--- src/rtl/fpu_seq_pkg.sv ---
// Shared FPU op encodings and sequencer state type; the ALU decoder imports the
// same code constants so both sides agree on the alu_cont values.
package fpu_seq_pkg;

  localparam logic [3:0] FPU_FADD  = 4'b1000;
  localparam logic [3:0] FPU_FSUB  = 4'b1001;
  localparam logic [3:0] FPU_FMUL  = 4'b1010;
  localparam logic [3:0] FPU_FDIV  = 4'b1011;
  localparam logic [3:0] FPU_FSQRT = 4'b1100;

  typedef enum logic [1:0] {
    ST_IDLE = 2'd0,
    ST_RUN  = 2'd1,
    ST_DONE = 2'd2
  } seq_state_t;

  function automatic logic is_fpu_code(input logic [3:0] code);
    return (code == FPU_FADD) || (code == FPU_FSUB) || (code == FPU_FMUL) ||
           (code == FPU_FDIV) || (code == FPU_FSQRT);
  endfunction

endpackage

--- src/rtl/fpu_lat_lookup.sv ---
// Combinational decode of an FPU code into {legal, latency-1}; the latency-1
// value is loaded straight into the sequencer's down-counter.
module fpu_lat_lookup
  import fpu_seq_pkg::*;
#(
  parameter int LAT_FADD  = 2,
  parameter int LAT_FMUL  = 2,
  parameter int LAT_FDIV  = 10,
  parameter int LAT_FSQRT = 12,
  parameter int CNT_W     = 4
) (
  input  logic [3:0]       alu_cont,
  output logic             legal,
  output logic [CNT_W-1:0] lat_m1
);

  always_comb begin
    legal  = is_fpu_code(alu_cont);
    lat_m1 = '0;
    case (alu_cont)
      FPU_FADD, FPU_FSUB: lat_m1 = CNT_W'(LAT_FADD - 1);
      FPU_FMUL:           lat_m1 = CNT_W'(LAT_FMUL - 1);
      FPU_FDIV:           lat_m1 = CNT_W'(LAT_FDIV - 1);
      FPU_FSQRT:          lat_m1 = CNT_W'(LAT_FSQRT - 1);
      default:            lat_m1 = '0;
    endcase
  end

endmodule

--- src/rtl/fpu_op_sequencer.sv ---
// Issues one multi-cycle FPU op from EX, stalls the pipe while it runs and
// returns the captured result with a single-cycle valid pulse.
//
// state | meaning
// IDLE  | waiting for an FPU op from EX; stall only in the issue cycle
// RUN   | op in flight, down-counter running, pipe stalled
// DONE  | result valid for one cycle, pipe released
module fpu_op_sequencer
  import fpu_seq_pkg::*;
#(
  parameter int LAT_FADD  = 2,
  parameter int LAT_FMUL  = 2,
  parameter int LAT_FDIV  = 10,
  parameter int LAT_FSQRT = 12,
  parameter int CNT_W     = 4
) (
  input  logic        clk,
  input  logic        rst,
  input  logic        start,
  input  logic [3:0]  alu_cont,
  input  logic [31:0] rs1_val,
  input  logic [31:0] rs2_val,
  input  logic        flush,
  input  logic [31:0] fpu_result,
  output logic [2:0]  fpu_op,
  output logic [31:0] fpu_a,
  output logic [31:0] fpu_b,
  output logic        fpu_en,
  output logic        stall,
  output logic [31:0] result,
  output logic        result_valid,
  output logic        illegal_op
);

  seq_state_t       state, state_nxt;
  logic [CNT_W-1:0] cnt, cnt_nxt;
  logic             legal;
  logic [CNT_W-1:0] lat_m1;
  logic             issue;
  logic             reject;
  logic             capture;

  fpu_lat_lookup #(
    .LAT_FADD (LAT_FADD),
    .LAT_FMUL (LAT_FMUL),
    .LAT_FDIV (LAT_FDIV),
    .LAT_FSQRT(LAT_FSQRT),
    .CNT_W    (CNT_W)
  ) u_lat (
    .alu_cont(alu_cont),
    .legal   (legal),
    .lat_m1  (lat_m1)
  );

  // start while DONE belongs to the instruction just retired, so only IDLE issues
  assign issue   = (state == ST_IDLE) && start && legal && !flush;
  assign reject  = (state == ST_IDLE) && start && !legal && !flush;
  assign capture = (state == ST_RUN) && !flush && (cnt == '0);

  always_comb begin
    state_nxt = state;
    cnt_nxt   = cnt;
    case (state)
      ST_IDLE: begin
        if (issue) begin
          state_nxt = ST_RUN;
          cnt_nxt   = lat_m1;
        end
      end
      ST_RUN: begin
        if (flush) begin
          state_nxt = ST_IDLE;
          cnt_nxt   = '0;
        end else if (cnt == '0) begin
          state_nxt = ST_DONE;
        end else begin
          cnt_nxt = cnt - 1'b1;
        end
      end
      ST_DONE: begin
        state_nxt = ST_IDLE;
      end
      default: begin
        state_nxt = ST_IDLE;
        cnt_nxt   = '0;
      end
    endcase
  end

  always_ff @(posedge clk) begin
    if (rst) begin
      state      <= ST_IDLE;
      cnt        <= '0;
      fpu_op     <= '0;
      fpu_a      <= '0;
      fpu_b      <= '0;
      result     <= '0;
      illegal_op <= 1'b0;
    end else begin
      state      <= state_nxt;
      cnt        <= cnt_nxt;
      illegal_op <= reject;
      if (issue) begin
        fpu_op <= alu_cont[2:0];
        fpu_a  <= rs1_val;
        fpu_b  <= rs2_val;
      end
      if (capture) begin
        result <= fpu_result;
      end
    end
  end

  assign fpu_en       = (state == ST_RUN);
  assign result_valid = (state == ST_DONE);
  assign stall        = issue || (state == ST_RUN);

endmodule
--- config.mk ---
export PLATFORM = sky130hd
export DESIGN_NAME = fpu_op_sequencer
export DESIGN_NICKNAME = d
export VERILOG_FILES = /design/src/rtl/fpu_seq_pkg.sv /design/src/rtl/fpu_lat_lookup.sv /design/src/rtl/fpu_op_sequencer.sv
export SDC_FILE = /design/constraint.sdc
export NUM_CORES = 1
export LEC_CHECK = 0
export BUFFER_PORTS_ARGS = -buffer_cell sky130_fd_sc_hd__buf_4
export CELL_PAD_IN_SITES_DETAIL_PLACEMENT = 0
export CELL_PAD_IN_SITES_GLOBAL_PLACEMENT = 1
export CORE_MARGIN = 2
export CORE_UTILIZATION = 32
export CTS_BUF_LIST = sky130_fd_sc_hd__clkbuf_2 sky130_fd_sc_hd__clkbuf_4 sky130_fd_sc_hd__clkbuf_8
export CTS_CLUSTER_SIZE = 14
export DETAILED_ROUTE_END_ITERATION = 7
export PLACE_DENSITY_LB_ADDON = 0.05
export SYNTH_ARGS = -nofsm -noshare
export SYNTH_HDL_FRONTEND = slang
export SYNTH_HIERARCHICAL = 1
export SYNTH_SLANG_ARGS = --single-unit
--- constraint.sdc ---
create_clock -name clk -period 2.35 [get_ports clk]
set_input_delay 0.5875 -clock clk [delete_from_list [all_inputs] [get_ports clk]]
set_output_delay 0.5875 -clock clk [all_outputs]
set_load 0.1 [all_outputs]
Word level (Yosys, flattened, before mapping):

Cells that the tools add are included.

* memory bits (writable): 0
* memories: 0
* logic and storage cells: 47
* latch bits: 0
* memory bits (read-only): 0
* bits of input ports: 104
* output and inout bits: 103
* register bits after elaboration: 106

* mux-type cells: 9
* $mul: 0
* reduce and logical (&&, ||, !) cells: 19
* shifts and indexed selects: 0
* magnitude comparators: 0
* divide/modulo/power cells: 0
* add/subtract/negate cells: 1
* equality and inequality tests: 10
* bitwise operators: 1

Operators with widths (number)
* $pmux W4 S3: 2
* $eq A4 B4 Y1 const B: 5
* $mux W4: 3
* $logic_and A1 B1 Y1: 7
* $mux W2: 3
* $logic_or A1 B1 Y1: 5
* $logic_not A4 Y1: 1
* $pmux W2 S2: 1
* $sub A4 B1 Y4 const B: 1
* $ne A3 B2 Y1 const B: 1
* $ne A3 B3 Y1 const B: 1
* $reduce_and A3 Y1: 1
* $reduce_or A3 Y1: 1
* $eq A2 B1 Y1 const B: 1
* $eq A2 B2 Y1 const B: 1
* $logic_not A1 Y1: 2
* $logic_not A2 Y1: 1
* $ne A2 B2 Y1 const B: 1
* $reduce_and A2 Y1: 1
* $not A1 Y1: 1

Logic depth before layout (Yosys ltp):

* word-level depth: 9
* gate-level depth with buffers: 9
* gate-level depth less buffers: 6

Modules after synthesis:

Netlist, hierarchy kept.

Modules (own cells, without submodules)
* fpu_op_sequencer: cells an instance 484, area an instance 3827.4 µm², instances 1, seq. area each 2122.0 µm²
* fpu_lat_lookup: cells an instance 9, area an instance 58.8 µm², instances 1, seq. area each 0.0 µm²

Worst setup path before layout:

No wires, ideal clock.

* path type: in2out
* start point: input flush
* end point: output stall
* path slack: -0.478 ns
* stages on the path: 5
* required time: 1.762 ns
* path buffers: 2
* arrival: 2.241 ns
* cells stage by stage: or4b_4 -> or2_1 -> buf_2 -> buf_2 -> nand2_1

* longest elaborated chain between the ends: 3

RTL lines
* start: declaration: line fpu_op_sequencer.sv:23 `input logic flush,`
* $logic_not A1 Y1: line fpu_op_sequencer.sv:56 `assign issue = (state == ST_IDLE) && start && legal && !flush;`
* $logic_and A1 B1 Y1: line fpu_op_sequencer.sv:56
* $logic_or A1 B1 Y1: line fpu_op_sequencer.sv:116 `assign stall = issue || (state == ST_RUN);`
* end: declaration: line fpu_op_sequencer.sv:29 `output logic stall,`

No other way between the ends.

Final worst setup path:

Same ends and word-level chain as after synthesis.

==> impl_results.md <==
* Area of the mapped netlist at 3886 um2
* Share of final-layout standard cells stronger than drive strength 1 at between 30% and 40%
* Number of port buffers at 206
* Total Wirelength at 10.99 mm
* Sum of negative setup slack at 0 ps
* Max Slew Vio Count at 0
* # Post-CTS Setup Buffers at 0
* Result of the run: completed
* Final nets at 795
* Crit. End Element: output pin
* Most area-hungry cell type in the Yosys netlist: sky130_fd_sc_hd__dfxtp_1
* Post-Place Worst Slack at -139.8 ps
* CTS Hold Bufs at 0
* Data arrival time of the critical path at 1740 ps
* Worst-case hold slack at 441.5 ps
* Filler Cell Count at approximately 1200
* First-pass GRT wire length at 17.33 mm
* Synth Register Bits at 106
* Number of core rows at 40
* Final hold violations at 0
* Relative slew margins at 51.31%
* Number of max-cap violations at 0
* Antenna-violating nets left at 0
* Area of the die at 13040 um2
* Via/cell ratio at ~4.5
* Clock Latency Late Sink at 380 ps
* P_leak at roughly 0.0025 uW
* Sequential cell fraction of total power at between 50% and 60%
* GR Overflow Total at 0
* Crit Path Class: in -> out
* Initial Utilization at around a third
* Area inside the core boundary at 11910 um2
* Post-synthesis sequential area ratio at between 50% and 60%
* Pre-antenna DRT Iters at 4
* Diode insertion count for antenna repair at 0
* Layout area overhead at 49.71%
* EDFF count, synth at 0
* Number of buffers inserted during clock tree synthesis at 9
* Critical Path Fanout Max at 2
* CTS H-tree depth at 3
* Nets in the synthesized netlist at 599
* Overall fraction of global-route tracks in use at 16.75%
* Total Power at 3512 uW
* Clk pin slew, worst setup/hold paths at 90 ps
* Final GP Congestion at 0.8151
* Setup skew after layout at 8.768 ps
* Total power per unit cell area at 603.6 nW/um2
* Number of failing setup endpoints in the final timing report at 0
* DR WL/cell at about 13 um
* Pin count of the biggest net entering global routing at between 60 and 70
* Startpoint class of the critical path: input pin
* Leading cell types by total area after synthesis: sky130_fd_sc_hd__dfxtp_1 (55%), sky130_fd_sc_hd__nand2_1 (19%), sky130_fd_sc_hd__a21oi_1 (13%)
* Clk network pwr share at 29.6%
* Path class of the lowest-slack min-delay path: in -> reg
* Crit path time final at 2330 ps
* Floorplan die height at 114.2 um
* Drc violations at 0
* Vias at 3823
* Area of placed instances at 5625 um2
* Final Cycle Share at 99.16%
* Max IR drop VDD at 0.4710 mV
* Number of antenna violations at the first check in global routing at 0
* Unique cell type count in the Yosys netlist at 33
* Number of global-route vias before repair at 3653
* Top_reg_cell synth: sky130_fd_sc_hd__dfxtp_1
* Overall die width at about 110 um
* Comb pwr share at between 10% and 20%
* Yosys top cell area share at 54.60%
* Max Clock Freq at 429.1 MHz
* Longest Clk Path Bufs at 2
* Dominant cell by count in the synthesized netlist: sky130_fd_sc_hd__nand2_1
* Required time reported for the critical path endpoint at 1760 ps
* Average cell area after synthesis at 7.883 um2
* Iteration-0 DRC count of the detailed router at 224
* Yosys Warn Count at 6
* Internal power consumption at 2490 uW
* Share of synthesized registers carrying an async set or reset at 0%
* Unrepaired setup endpoints after global routing: yes
* Top cell types by occurrence after synthesis: sky130_fd_sc_hd__nand2_1 (201), sky130_fd_sc_hd__dfxtp_1 (106), sky130_fd_sc_hd__a21oi_1 (102)
* Switch Pwr at 1022 uW
* Boundary Pins at 207
* Final worst slack at 19.78 ps
* Clock sinks at between 100 and 150
* Root Buffer: sky130_fd_sc_hd__clkbuf_8
* Pin slew with the least headroom to its limit at 730.3 ps
* Gate count of the mapped netlist at 493
* Sw frac at 29.09%
* Final design instance area without fill at 5818 um2
* Estimated wirelength of the detail-placed design at 7.657 mm
* CTS tree: built
[through the flow]
step | utilization, % | std cells
6_report | 48.84 | 841
5_1_grt | 48.84 | 841
4_1_cts | 48.83 | 841
3_5_place_dp | 47.23 | 825
3_3_place_gp | 47.23 | 825
2_1_floorplan | - | 493
[path summary, 6_finish.rpt]
path / cells after the start / to / slack (ps) / from
worst min-delay path: 3 / fpu_a[7] / 440 / rs1_val[7]
worst max register to register: 7 / result[0] / 450 / cnt[0]
worst max-delay path: 5 / stall / 20 / flush
worst min register to register: 2 / fpu_a[20] / 460 / fpu_a[20]
[registers in the layout, summed over array words and instances (netlist names)]
name	count
cnt	4
fpu_a	32
fpu_b	32
fpu_op	3
illegal_op	1
result	32
state	2
[repair_timing]
item / 4_1_cts / 5_1_grt
pin swaps: 3 / 1
resized for setup: 5 / 1
setup endpoints to repair: 1 / 1
[critical path, stage by stage]
cell and delay (ps):
sky130_fd_sc_hd__buf_4 120, sky130_fd_sc_hd__or4b_4 530, sky130_fd_sc_hd__or2_4 270, sky130_fd_sc_hd__nand2_8 60
sky130_fd_sc_hd__buf_12 170
[power by group through the flow]
stage / sequential, uW / combinational [uW] / clock (uW)
after floorplan: 2150 / 134 / 0
after global placement: 1890 / 618 / 0
after detailed placement: 1890 / 622 / 0
after CTS: 1850 / 626 / 1100
after global routing: 1860 / 657 / 1170
final: 1850 / 621 / 1040
[cell families (layout without fill, tap and decap cells)]
family / count (synthesis) / in the layout / share of synthesized area, %
adder cells (fa/ha/maj): 2 / 2 / 0.6438
flip-flops: 106 / 106 / 54.60
multiplexers: 1 / 1 / 0.2897
XOR/XNOR: 1 / 1 / 0.2254
other: 1 / 1 / 0.09649
AO/OA/AOI/OAI: 113 / 113 / 15.20
buffers and inverters: 41 / 242 / 5.183
AND/OR/NAND/NOR: 228 / 228 / 23.76
[cell usage in the layout (no fill, tap or decap)]
cell                       Yosys  layout
sky130_fd_sc_hd__mux2_2        1       1
sky130_fd_sc_hd__nor2b_2       0       1
sky130_fd_sc_hd__nor4b_1       1       1
sky130_fd_sc_hd__buf_4         5     216
sky130_fd_sc_hd__dfxtp_1     106     104
sky130_fd_sc_hd__a21oi_1     102     102
sky130_fd_sc_hd__ha_1          2       2
sky130_fd_sc_hd__or2_2         1       1
sky130_fd_sc_hd__or3b_2        2       2
sky130_fd_sc_hd__buf_12        0       5
sky130_fd_sc_hd__nor2_2        0       1
sky130_fd_sc_hd__o21ai_1       1       1
sky130_fd_sc_hd__nor4bb_1      1       1
sky130_fd_sc_hd__and2_1        2       2
sky130_fd_sc_hd__xnor2_1       1       1
sky130_fd_sc_hd__clkbuf_8      0      10
sky130_fd_sc_hd__clkbuf_4      0       3
sky130_fd_sc_hd__o22ai_1       3       3
sky130_fd_sc_hd__nor2_4        0       1
sky130_fd_sc_hd__or4_1         1       1
sky130_fd_sc_hd__or2_4         0       1
sky130_fd_sc_hd__nor2_1        7       5
sky130_fd_sc_hd__nand4b_1      1       1
sky130_fd_sc_hd__a22oi_1       3       3
sky130_fd_sc_hd__or4b_4        1       1
sky130_fd_sc_hd__o31ai_2       1       1
sky130_fd_sc_hd__nand2_8       0       1
sky130_fd_sc_hd__conb_1        1       1
sky130_fd_sc_hd__nand3_1       1       1
sky130_fd_sc_hd__nor3_1        3       3
sky130_fd_sc_hd__o31ai_1       1       1
sky130_fd_sc_hd__a31o_2        1       1
sky130_fd_sc_hd__nand2_1     201     200
sky130_fd_sc_hd__nand2b_1      2       2
sky130_fd_sc_hd__inv_1         5       5
sky130_fd_sc_hd__dfxtp_2       0       2
sky130_fd_sc_hd__nor2b_1       3       2
sky130_fd_sc_hd__o21ai_0       1       1
sky130_fd_sc_hd__clkinv_2      0       3
[area by class of cell]
class                           instances  area [um2]  area share, %
Multi-Input combinational cell        346        1594          27.40
Tap cell                              147       183.9          3.161
Clock inverter                          3       15.01         0.2581
Inverter                                5       18.77         0.3226
Timing Repair Buffer                  221        1722          29.59
Sequential cell                       106        2125          36.52
Clock buffer                           13       160.2          2.753
[routing by layer]
layer  vias to the layer above  part of all wire [%]  GRT usage [%]
met5                         -                     0              0
met1                      1705                    43          19.52
met2                       122                    46          27.10
li1                       1979                     -              -
met4                         0                   1.9          5.203
met3                        17                   9.1          8.258
No activity file was read; power rests on OpenSTA's default activity.
